File: config.mk
export PLATFORM = sky130hd
export DESIGN_NAME = fft_peak_detect
export DESIGN_NICKNAME = d
export VERILOG_FILES = /design/src/rtl/fft_peak_detect.sv
export SDC_FILE = /design/constraint.sdc
export NUM_CORES = 1
export LEC_CHECK = 0
export CORE_UTILIZATION = 59
export CTS_CLUSTER_SIZE = 10
export DETAILED_ROUTE_END_ITERATION = 8
export PLACE_DENSITY = 0.86
export REMOVE_ABC_BUFFERS = 1
export SYNTH_ARGS = -nofsm -noshare
export SYNTH_HDL_FRONTEND = slang
export SYNTH_SLANG_ARGS = --single-unit
File: constraint.sdc
create_clock -name clk -period 13.5 [get_ports clk]
set_clock_uncertainty 0.05 [all_clocks]
set_input_delay 2.7 -clock clk [delete_from_list [all_inputs] [get_ports clk]]
set_output_delay 2.7 -clock clk [all_outputs]
set_load 0.03 [all_outputs]
File: src/rtl/fft_peak_detect.sv
// Per-frame peak search over FFT output bins: tracks the largest-magnitude bin,
// the summed magnitude and the bin count, then holds the result until consumed.
module fft_peak_detect #(
    parameter int N_BINS  = 64,
    parameter bit SKIP_DC = 1'b1
) (
    input  logic              clk,
    input  logic              rst_n,
    input  logic              in_valid,
    output logic              in_ready,
    input  logic signed [7:0] in_re,
    input  logic signed [7:0] in_im,
    input  logic              in_last,
    output logic              out_valid,
    input  logic              out_ready,
    output logic [5:0]        peak_bin,
    output logic [7:0]        peak_mag,
    output logic [13:0]       frame_energy,
    output logic [6:0]        frame_len
);

    localparam int DATA_W = 8;
    localparam logic [5:0] LAST_IDX = 6'(N_BINS - 1);

    typedef enum logic [1:0] {ACCUM, FLUSH, HOLD} state_t;

    state_t state, state_nxt;

    logic       accept;
    logic       last_bin;
    logic       result_taken;
    logic [5:0] idx;

    logic       vld_p1;
    logic [7:0] abs_re_p1;
    logic [7:0] abs_im_p1;
    logic [5:0] idx_p1;
    logic [7:0] mag_p1;
    logic       peak_upd_p1;

    // |-128| must come out as 128, so the result is read back as unsigned
    function automatic logic [7:0] abs_fn(input logic signed [DATA_W-1:0] x);
        return x[DATA_W-1] ? 8'(-x) : 8'(x);
    endfunction

    function automatic logic [7:0] mag_fn(input logic [7:0] a, input logic [7:0] b);
        logic [7:0] hi;
        logic [7:0] lo;
        hi = (a >= b) ? a : b;
        lo = (a >= b) ? b : a;
        return hi + (lo >> 1);
    endfunction

    assign accept       = in_valid && in_ready;
    assign last_bin     = in_last || (idx == LAST_IDX);
    assign result_taken = out_valid && out_ready;

    always_ff @(posedge clk or negedge rst_n) begin
        if (!rst_n) state <= ACCUM;
        else        state <= state_nxt;
    end

    always_comb begin
        state_nxt = state;
        case (state)
            ACCUM:   if (accept && last_bin) state_nxt = FLUSH;
            FLUSH:   state_nxt = HOLD;
            HOLD:    if (out_ready) state_nxt = ACCUM;
            default: state_nxt = ACCUM;
        endcase
    end

    always_comb begin
        in_ready  = (state == ACCUM);
        out_valid = (state == HOLD);
    end

    always_ff @(posedge clk or negedge rst_n) begin
        if (!rst_n) begin
            idx    <= '0;
            vld_p1 <= 1'b0;
        end else begin
            vld_p1 <= accept;
            if (accept) idx <= last_bin ? 6'd0 : idx + 6'd1;
        end
    end

    // Stage 1: register absolute values and bin index of the accepted bin
    always_ff @(posedge clk) begin
        if (accept) begin
            abs_re_p1 <= abs_fn(in_re);
            abs_im_p1 <= abs_fn(in_im);
            idx_p1    <= idx;
        end
    end

    // Stage 2: magnitude, energy accumulation and strict-greater peak update
    assign mag_p1      = mag_fn(abs_re_p1, abs_im_p1);
    assign peak_upd_p1 = vld_p1 && !(SKIP_DC && (idx_p1 == 6'd0)) && (mag_p1 > peak_mag);

    always_ff @(posedge clk or negedge rst_n) begin
        if (!rst_n) begin
            peak_bin     <= '0;
            peak_mag     <= '0;
            frame_energy <= '0;
            frame_len    <= '0;
        end else if (result_taken) begin
            peak_bin     <= '0;
            peak_mag     <= '0;
            frame_energy <= '0;
            frame_len    <= '0;
        end else if (vld_p1) begin
            frame_energy <= frame_energy + 14'(mag_p1);
            frame_len    <= frame_len + 7'd1;
            if (peak_upd_p1) begin
                peak_bin <= idx_p1;
                peak_mag <= mag_p1;
            end
        end
    end

endmodule

==> results of run 1 <==
## sequential cells by signal, summed over array words and instances (netlist names)
signal,count
frame_energy,14
abs_im_p1,8
abs_re_p1,8
peak_mag,8
frame_len,7
idx,6
idx_p1,6
peak_bin,6
state,2
vld_p1,1
## layer usage
layer / wire, microns / vias to the layer above
met5: 0 / -
met4: 72 / 0
met3: 313 / 9
met2: 4190 / 75
met1: 3790 / 1497
li1: - / 1508
## stage by stage
step	worst slack (ns)	hold WS (ns)	instances
floorplan	7.97	0.414	375
global placement	8.42	0.423	510
detailed placement	8.20	0.440	510
CTS	8.14	0.460	526
global route	7.74	0.475	526
finish	8.15	0.469	526
## cells in the mapped netlist, drive strengths merged (5+ instances only)
library cell | count | area share (%)
edfxtp | 22 | 17
o21ai | 22 | 2.8
xor2 | 10 | 2.2
a21oi | 20 | 2.5
nand4 | 7 | 1.1
a21o | 6 | 1.1
xnor2 | 18 | 4.0
buf | 5 | 0.98
nand2b | 6 | 0.95
nor2 | 29 | 2.8
nand3 | 8 | 1.0
mux2i | 8 | 2.0
nor3 | 6 | 0.76
a22o | 14 | 3.5
ha | 35 | 11
nand2 | 38 | 3.6
mux2 | 9 | 2.6
clkbuf | 5 | 0.48
dfrtp | 44 | 28
o31ai | 5 | 0.95
inv | 29 | 2.8
## critical path, cell delays in order, from the launching register on
cell and delay (ns):
edfxtp_1 0.39, inv_1 0.08, ha_1 0.22, nand2b_1 0.13, a2111oi_0 0.48, o31ai_2 0.11, buf_4 0.21, mux2_2 0.29
ha_1 0.24, fa_1 0.42, a21o_1 0.17, a21oi_1 0.21, o21bai_1 0.09, a21oi_1 0.17, xnor2_1 0.20, ha_1 0.33
a21oi_1 0.15, nand2_1 0.07, a21oi_1 0.14, a211oi_1 0.10, nor2_1 0.75, a22o_2 0.29
## layout make-up
type | instances | area (sq um)
clock buffer | 14 | 205
clock inverter | 2 | 37.5
fill | 438 | 1610
inverter | 29 | 109
multi-input combinational | 280 | 2030
sequential | 66 | 1760
tap | 77 | 96.3
timing repair buffer | 58 | 573
## path summary, 6_finish.rpt
kind	start	end
worst min-delay path	idx_p1[0]$_DFFE_PP_	peak_bin[0]$_DFFE_PN0P_
worst min register to register	idx_p1[0]$_DFFE_PP_	peak_bin[0]$_DFFE_PN0P_
worst max-delay path	abs_re_p1[0]$_DFFE_PP_	peak_bin[3]$_DFFE_PN0P_
max in group asynchronous	rst_n	state[1]$_DFFE_PN0P_
worst max register to register	abs_re_p1[0]$_DFFE_PP_	peak_bin[3]$_DFFE_PN0P_
min in group asynchronous	rst_n	frame_energy[12]$_DFFE_PN0P_
## power groups by stage
stage | logic, mW | clock network, mW | registers, mW
3_3_place_gp | 0.553 | 0 | 0.312
3_5_place_dp | 0.578 | 0 | 0.315
6_report | 0.585 | 0.195 | 0.314
4_1_cts | 0.586 | 0.198 | 0.312
5_1_grt | 0.643 | 0.205 | 0.320
2_1_floorplan | 0.334 | 0 | 0.378
## cell families after synthesis
logic type / synth area share (%)
compound gates: 14.6
xor+xnor: 6.21
fa+ha+maj: 12.1
buf+inv: 4.21
flops: 44.6
mux: 4.59
simple gates: 13.7
==> metrics.yaml, run 1 <==
critical_path.endpoint_type: "register"
coreArea_sq_um: 6420
post_cts_buffers: 0
worstPathRequired_ns: 13.73
setup_violations: 0
post-route-drc-count: 6
syn2layout_area_growth_pct: 21.8
route.vias.total: 3089
num_io_pins: 58
hp-class: "register to register"
clock_path_buffers: 2
routed_wl_microns: 8360
hpwlAfterDp_microns: 6050
vdd_ir_drop_max_v: 0.000140
power_frac_comb_pct: 53.5
grt_busiest_layer: "met2"
post_dp_cell_area_sq_um: 4570
grt_usage_pct: 25.5
switching_share_pct: 41.9
drt_iter0_drc: 161
status: "complete, but fails checks"
yosys_warnings: 0
ant_nets: 0
yosys_register_bits: 66
die_area_sq_um: 7030
crit_arrival_ns: 5.59
fmax_mhz: 187
place.gp.congestion: 0.883
clkTransAtPathRegs_ns: 0.07
wire_per_inst_microns: 15.9
syn_area_sq_um: 3950
globalRouteMet1Util_pct: 32.8
rsz0062_at_grt: "no"
fin_crit_ns: 5.35
final_cell_mix: "clkdlybuf4s50_1 (56), dfrtp_1 (44), nand2_1 (38)"
cap_violations: 0
final_util_pct: 74.9
final_nets: 502
antenna_found_initial: 0
die_w_microns: 83.8
syn_avg_cell_area_sq_um: 10.3
final_area_sq_um: 4810
via_per_inst: 5.87
drive_gt1_share_pct: 9.13
start_util_pct: 61.5
h-tree-depth: 3
hold_violations: 0
period_share_pct: 39.6
cts_inserted_buffers: 9
portBuffers: 57
power.internal_mw: 0.635
postCtsHoldBufs: 0
grt_use_met3_pct: 6.33
whs_path_depth: 1
synthFlopType: "dfrtp_1"
tightestPinTransition_ns: 0.997
async_flop_share_pct: 66.7
cp_max_fo: 21
clock_latency_ns: 0.35
crit_type: "register to register"
grt_pass1_vias: 2975
violations: "design-rule violations"
cts_tree: "yes"
start_kind: "register"
power_mw: 1.09
fin_setup_tns_ns: 0
cts-resized-gates: 0
clockPowerShare_pct: 17.9
clkSinkCount: 66
grt_max_degree: 45
ys_seq_area_share_pct: 44.6
p_leak_nw: 2.10
regToRegSetupSlack_ns: 8.15
grt.met2_usage_pct: 43.4
synth_edf_count: 22
grt_pass1_wl_microns: 14000
switchingPower_mw: 0.459
rows: 29
n_antenna_cell: 0
firstDrtPassIters: 8
seqPwrFrac_pct: 28.7
synthCells: 385
slew_violations: 0
relSlewSlack_pct: 33.5
cts-root-buf: "clkbuf_8"
fp.dieH_microns: 83.8
synthDistinctLibCells: 49
powerDensity_nw_per_um2: 227
reg2reg_depth: 21
grt-ovfl-total: 0
final_common_cell: "clkdlybuf4s50_1"
Power figures use the tool's default switching activity.
==> run 2: changes to the inputs <==
- CORE_UTILIZATION: 59 -> 55
- PLACE_DENSITY: 0.86 -> 0.81
- clock period: 13.5 -> 5.03 ns (I/O delays scaled with it)
==> metrics.yaml, run 2 (synthesis gave the netlist of run 1 again) <==
cap_violations: 0  # unchanged
post-route-drc-count: 0  # -6
firstDrtPassIters: 4  # -4
status: "complete, no violations"
final_common_cell: "clkdlybuf4s50_1"
vdd_ir_drop_max_v: 0.000263  # +87%
clkTransAtPathRegs_ns: 0.08  # about the same
cts_tree: "yes"
ant_nets: 0  # unchanged
largest_register_ffs: 14  # unchanged
postCtsHoldBufs: 0  # unchanged
final_cell_mix: "clkdlybuf4s50_1 (56), dfrtp_1 (44), nand2_1 (38)"
pre_cts_ws_ns: -0.134  # -8.34 ns
grt_pass1_wl_microns: 13100  # -6.4%
cp_max_fo: 7  # -67%
syn2layout_area_growth_pct: 22.9
hpwlAfterDp_microns: 5790  # -4.4%
die_area_sq_um: 7530  # +7.1%
coreArea_sq_um: 6870  # +7.0%
worstPathRequired_ns: 5.25  # -8.48 ns
wire_per_inst_microns: 14.4  # -9.5%
tightestPinTransition_ns: 0.960  # -0.0365 ns
grt_max_degree: 45  # unchanged
clkSinkCount: 66  # unchanged
clock_latency_ns: 0.35  # about the same
portBuffers: 57  # unchanged
critical_path.endpoint_type: "register"
grt-ovfl-total: 0  # unchanged
critPathTopFamily: "compound AO/OA/AOI/OAI gates"
n_antenna_cell: 0  # unchanged
grt_usage_pct: 22.9  # -2.6 points
post_cts_buffers: 0  # unchanged
fin_crit_ns: 4.73  # -0.622 ns
path_buf_inv: 2  # unchanged
setup_violations: 0  # unchanged
hp-class: "register to register"
fin_setup_tns_ns: 0  # unchanged
p_leak_nw: 2.11  # +0.38%
setup_ws_ns: 0.300  # -7.85 ns
via_per_inst: 5.49  # -6.5%
routed_wl_microns: 7860  # -6.0%
fillerInstances: 512  # +17%
period_share_pct: 94.0  # +54 points
crit_type: "register to register"
crit_arrival_ns: 4.95  # -0.64 ns
die_w_microns: 86.8  # +3.5%
drive_gt1_share_pct: 10.4  # +1.3 points
fp.dieH_microns: 86.8  # +3.5%
cp_cell_sequence: "inv_1, ha_1, o21a_1, nor2_1, o31ai_4, mux2_2, ha_1, fa_1, a21o_1, a21oi_1, o21bai_1, a21oi_1, xnor2_1, buf_4, ha_1, o21a_1, o21ai_0, nand2b_1, nand4_1, or3_1, a21oi_1"
power_mw: 2.86  # +160%
cts-root-buf: "clkbuf_8"
drt_iter0_drc: 139  # -14%
rows: 30  # +3.4%
largest-register: "frame_energy"
cts_inserted_buffers: 9  # unchanged
grt_pass1_vias: 2919  # -1.9%
num_io_pins: 58  # unchanged
clock_path_buffers: 2  # unchanged
regArea_sq_um: 1760  # unchanged
place.gp.congestion: 0.826  # -6.6%
crit_slowest_cell: "edfxtp_1"
relSlewSlack_pct: 35.9  # +2.4 points
powerDensity_nw_per_um2: 590  # +160%
slew_violations: 0  # unchanged
final_nets: 504  # +0.40%
hold_violations: 0  # unchanged
antenna_found_initial: 0  # unchanged
h-tree-depth: 3  # unchanged
start_util_pct: 57.5  # -4.0 points
multiInputGateArea_sq_um: 2070  # +2.1%
fmax_mhz: 211  # +13%
route.vias.total: 2997  # -3.0%
start_kind: "register"
critPathMaxStageDelay_ns: 0.43  # -0.32 ns
[run 2: worst register-to-register path, delay by kind of cell (launching register included)]
kind / cells / cell delay (ns)
AO/OA/AOI/OAI: 9 / 1.53
adder cells (fa/ha/maj): 4 / 1.27
AND/OR/NAND/NOR: 4 / 0.64
flip-flops: 1 / 0.43
multiplexers: 1 / 0.39
buffers and inverters: 2 / 0.26
XOR/XNOR: 1 / 0.11
[run 2: final cells by class]
class	count	area share, %
clock buffer	12	3.86
tap	96	2.47
sequential	66	36.3
clock inverter	3	0.386
inverter	29	2.24
multi-input combinational	280	42.6
timing repair buffer	60	12.1
[run 2: routing by layer]
metal,GRT usage [%],vias up,part of all wire [%]
met2,37.2,54,49
met1,30.0,1426,47
li1,-,1508,-
met3,3.90,9,2.7
met4,10.9,0,1.6
met5,0,-,0
[run 2: report_power, final]
group	internal (mW)	switching (mW)	leakage, nW	total (mW)
Combinational	0.707	0.868	1.22	1.57
Sequential	0.700	0.132	0.785	0.833
Clock	0.249	0.208	0.108	0.457
[run 2: final timing paths]
path	slack (ns)	end	depth (start not counted)	start
min in group asynchronous	0.75	frame_energy[10]$_DFFE_PN0P_	1	rst_n
max in group asynchronous	3.57	idx[1]$_DFFE_PN0P_	1	rst_n
hold / removal	0.45	peak_bin[2]$_DFFE_PN0P_	1	idx_p1[2]$_DFFE_PP_
hold reg to reg	0.45	peak_bin[2]$_DFFE_PN0P_	1	idx_p1[2]$_DFFE_PP_
setup / recovery	0.30	frame_energy[10]$_DFFE_PN0P_	21	abs_im_p1[2]$_DFFE_PP_
setup reg to reg	0.30	frame_energy[10]$_DFFE_PN0P_	21	abs_im_p1[2]$_DFFE_PP_
[run 2: per-stage QoR]
step / cell area, sq um / cells / hold WS (ns) / utilization (%)
global placement: 4610 / 531 / 0.419 / 67.1
finish: 4860 / 546 / 0.446 / 70.7
CTS: 4820 / 546 / 0.447 / 70.1
detailed placement: 4610 / 531 / 0.435 / 67.1
floorplan: 3890 / 375 / 0.414 / -
global route: 4860 / 546 / 0.467 / 70.7
[run 2: repair_timing]
item | 4_1_cts | 5_1_grt
pin swaps | 0 | 1
cloned | 0 | 0
setup endpoints to repair | 14 | 20
gates resized for setup | 2 | 7
==> run 3: changes to the inputs <==
- CTS_BUF_LIST: not set -> sky130_fd_sc_hd__clkbuf_16
- GPL_TIMING_DRIVEN: not set -> 0
==> metrics.yaml, run 3 (synthesis gave the netlist of run 1 again) <==
status: "complete, no violations"
layoutNonFillerInstCount: 551  # +0.92%
die_area_sq_um: 7530  # unchanged
start_util_pct: 57.5  # unchanged
syn2layout_area_growth_pct: 27.2
critical_path.endpoint_type: "register"
power_mw: 3.13  # +9.3%
fin_crit_ns: 4.94  # +0.207 ns
slew_violations: 0  # unchanged
coreArea_sq_um: 6870  # unchanged
grt_pass1_vias: 2960  # +1.4%
worstPathRequired_ns: 5.19  # -0.06 ns
final_common_cell: "clkdlybuf4s50_1"
grt_pass1_wl_microns: 13200  # +0.95%
clkTransAtPathRegs_ns: 0.06  # -0.02 ns
powerDensity_nw_per_um2: 623  # +5.6%
tightestPinTransition_ns: 0.936  # -0.0247 ns
route.vias.total: 3079  # +2.7%
cap_violations: 0  # unchanged
ant_nets: 0  # unchanged
wire_per_inst_microns: 15.1  # +5.3%
period_share_pct: 98.2  # +4.1 points
antenna_found_initial: 0  # unchanged
vdd_ir_drop_max_v: 0.000301  # +15%
crit_type: "register to register"
crit_arrival_ns: 5.10  # +0.15 ns
post_dp_cell_area_sq_um: 4620  # +0.19%
num_io_pins: 58  # unchanged
fp.dieH_microns: 86.8  # unchanged
clock_path_buffers: 2  # unchanged
die_w_microns: 86.8  # unchanged
start_kind: "register"
hpwlAfterDp_microns: 5970  # +3.1%
rows: 30  # unchanged
cts-root-buf: "clkbuf_16"
portBuffers: 57  # unchanged
cts_inserted_buffers: 9  # unchanged
place.gp.congestion: 0.802  # -2.9%
grt_usage_pct: 22.8  # -0.087 points
post-route-drc-count: 0  # unchanged
routed_wl_microns: 8350  # +6.2%
hold_violations: 0  # unchanged
grt-ovfl-total: 0  # unchanged
drt_iter0_drc: 164  # +18%
dp.cells: 530  # -0.19%
clkSinkCount: 66  # unchanged
via_per_inst: 5.59  # +1.8%
relSlewSlack_pct: 37.6  # +1.7 points
h-tree-depth: 3  # unchanged
largest-register: "frame_energy"
n_antenna_cell: 0  # unchanged
clock_latency_ns: 0.33  # -0.02 ns
setup_violations: 0  # unchanged
firstDrtPassIters: 4  # unchanged
largest_register_ffs: 14  # unchanged
hp-class: "register to register"
cts_tree: "yes"
p_leak_nw: 2.18  # +3.2%
fillerInstances: 475  # -7.2%
grt_max_degree: 30  # -33%
cp_max_fo: 14  # +7
fmax_mhz: 203  # -4.2%
final_area_sq_um: 5030  # +3.5%
final_cell_mix: "clkdlybuf4s50_1 (56), dfrtp_1 (44), nand2_1 (38)"
drive_gt1_share_pct: 12.7  # +2.3 points
final_nets: 508  # +0.79%
==> run 3: cell count changes in the layout (fill, tap and decap cells not counted), sizes merged <==
cell	change
bufinv	+1
clkbuf	-3
buf	+4
inv	+1
clkinvlp	+2
==> run 3: final cells by class <==
| type | instances | area, sq um | area share [%] |
|---|---|---|---|
| timing repair buffer | 64 | 647 | 12.9 |
| inverter | 29 | 109 | 2.17 |
| clock buffer | 9 | 225 | 4.48 |
| tap | 96 | 120 | 2.39 |
| sequential | 66 | 1760 | 35.1 |
| clock inverter | 7 | 68.8 | 1.37 |
| multi-input combinational | 280 | 2090 | 41.7 |
==> run 3: path summary, 6_finish.rpt <==
path / from / end / slack [ns] / cells after the start
max: abs_im_p1[2]$_DFFE_PP_ / peak_bin[1]$_DFFE_PN0P_ / 0.09 / 21
max in group asynchronous: rst_n / idx[0]$_DFFE_PN0P_ / 3.91 / 2
max reg2reg: abs_im_p1[2]$_DFFE_PP_ / peak_bin[1]$_DFFE_PN0P_ / 0.09 / 21
min reg2reg: idx_p1[3]$_DFFE_PP_ / peak_bin[3]$_DFFE_PN0P_ / 0.43 / 1
min in group asynchronous: rst_n / frame_energy[12]$_DFFE_PN0P_ / 0.54 / 1
min: idx_p1[3]$_DFFE_PP_ / peak_bin[3]$_DFFE_PN0P_ / 0.43 / 1
==> run 3: what timing repair did <==
action	in CTS	in global routing
hold buffers	0	0
gates resized for setup	8	9
endpoints found under the setup margin	17	20
endpoints found under the hold margin	0	0
pin swaps	0	6
buffers inserted	0	5
==> run 3: metrics by stage <==
stage               setup WS [ns]  utilization, %  hold slack, ns  TNS (ns)
finish                     0.0930            73.2           0.432         0
global route               -0.152            73.2           0.450     -2.01
CTS                        0.0672            71.9           0.439         0
detailed placement         -0.533            67.2           0.434     -7.30
global placement            -1.31            66.7           0.420    -24.98
floorplan                  -0.503               -           0.414     -8.27
==> run 3: where the power goes <==
part	switching (mW)	internal (mW)	leakage [nW]
logic	0.933	0.746	1.25
registers	0.133	0.702	0.785
clock network	0.235	0.382	0.142
==> run 3: worst max-delay path, cell delays in order, from the launching register on <==
cell	delay (ns)
edfxtp_1	0.38
inv_1	0.08
ha_2	0.32
o21a_1	0.11
nor2_1	0.06
o31ai_4	0.43
buf_4	0.20
buf_6	0.14
mux2_2	0.34
ha_1	0.36
o21ai_0	0.13
o21bai_1	0.26
a21oi_2	0.12
o21ai_1	0.17
xnor2_1	0.15
ha_1	0.33
nand4_1	0.12
o21bai_1	0.18
a211oi_2	0.37
nor2_4	0.08
buf_12	0.18
a22o_2	0.26
==> run 3: per-layer routing <==
| layer | vias up | share of wire [%] | track usage (%) |
|---|---|---|---|
| met3 | 16 | 3.1 | 5.43 |
| met1 | 1494 | 44 | 27.3 |
| met5 | - | 0 | 0 |
| met2 | 59 | 51 | 39.8 |
| li1 | 1510 | - | - |
| met4 | 0 | 1.9 | 8.94 |
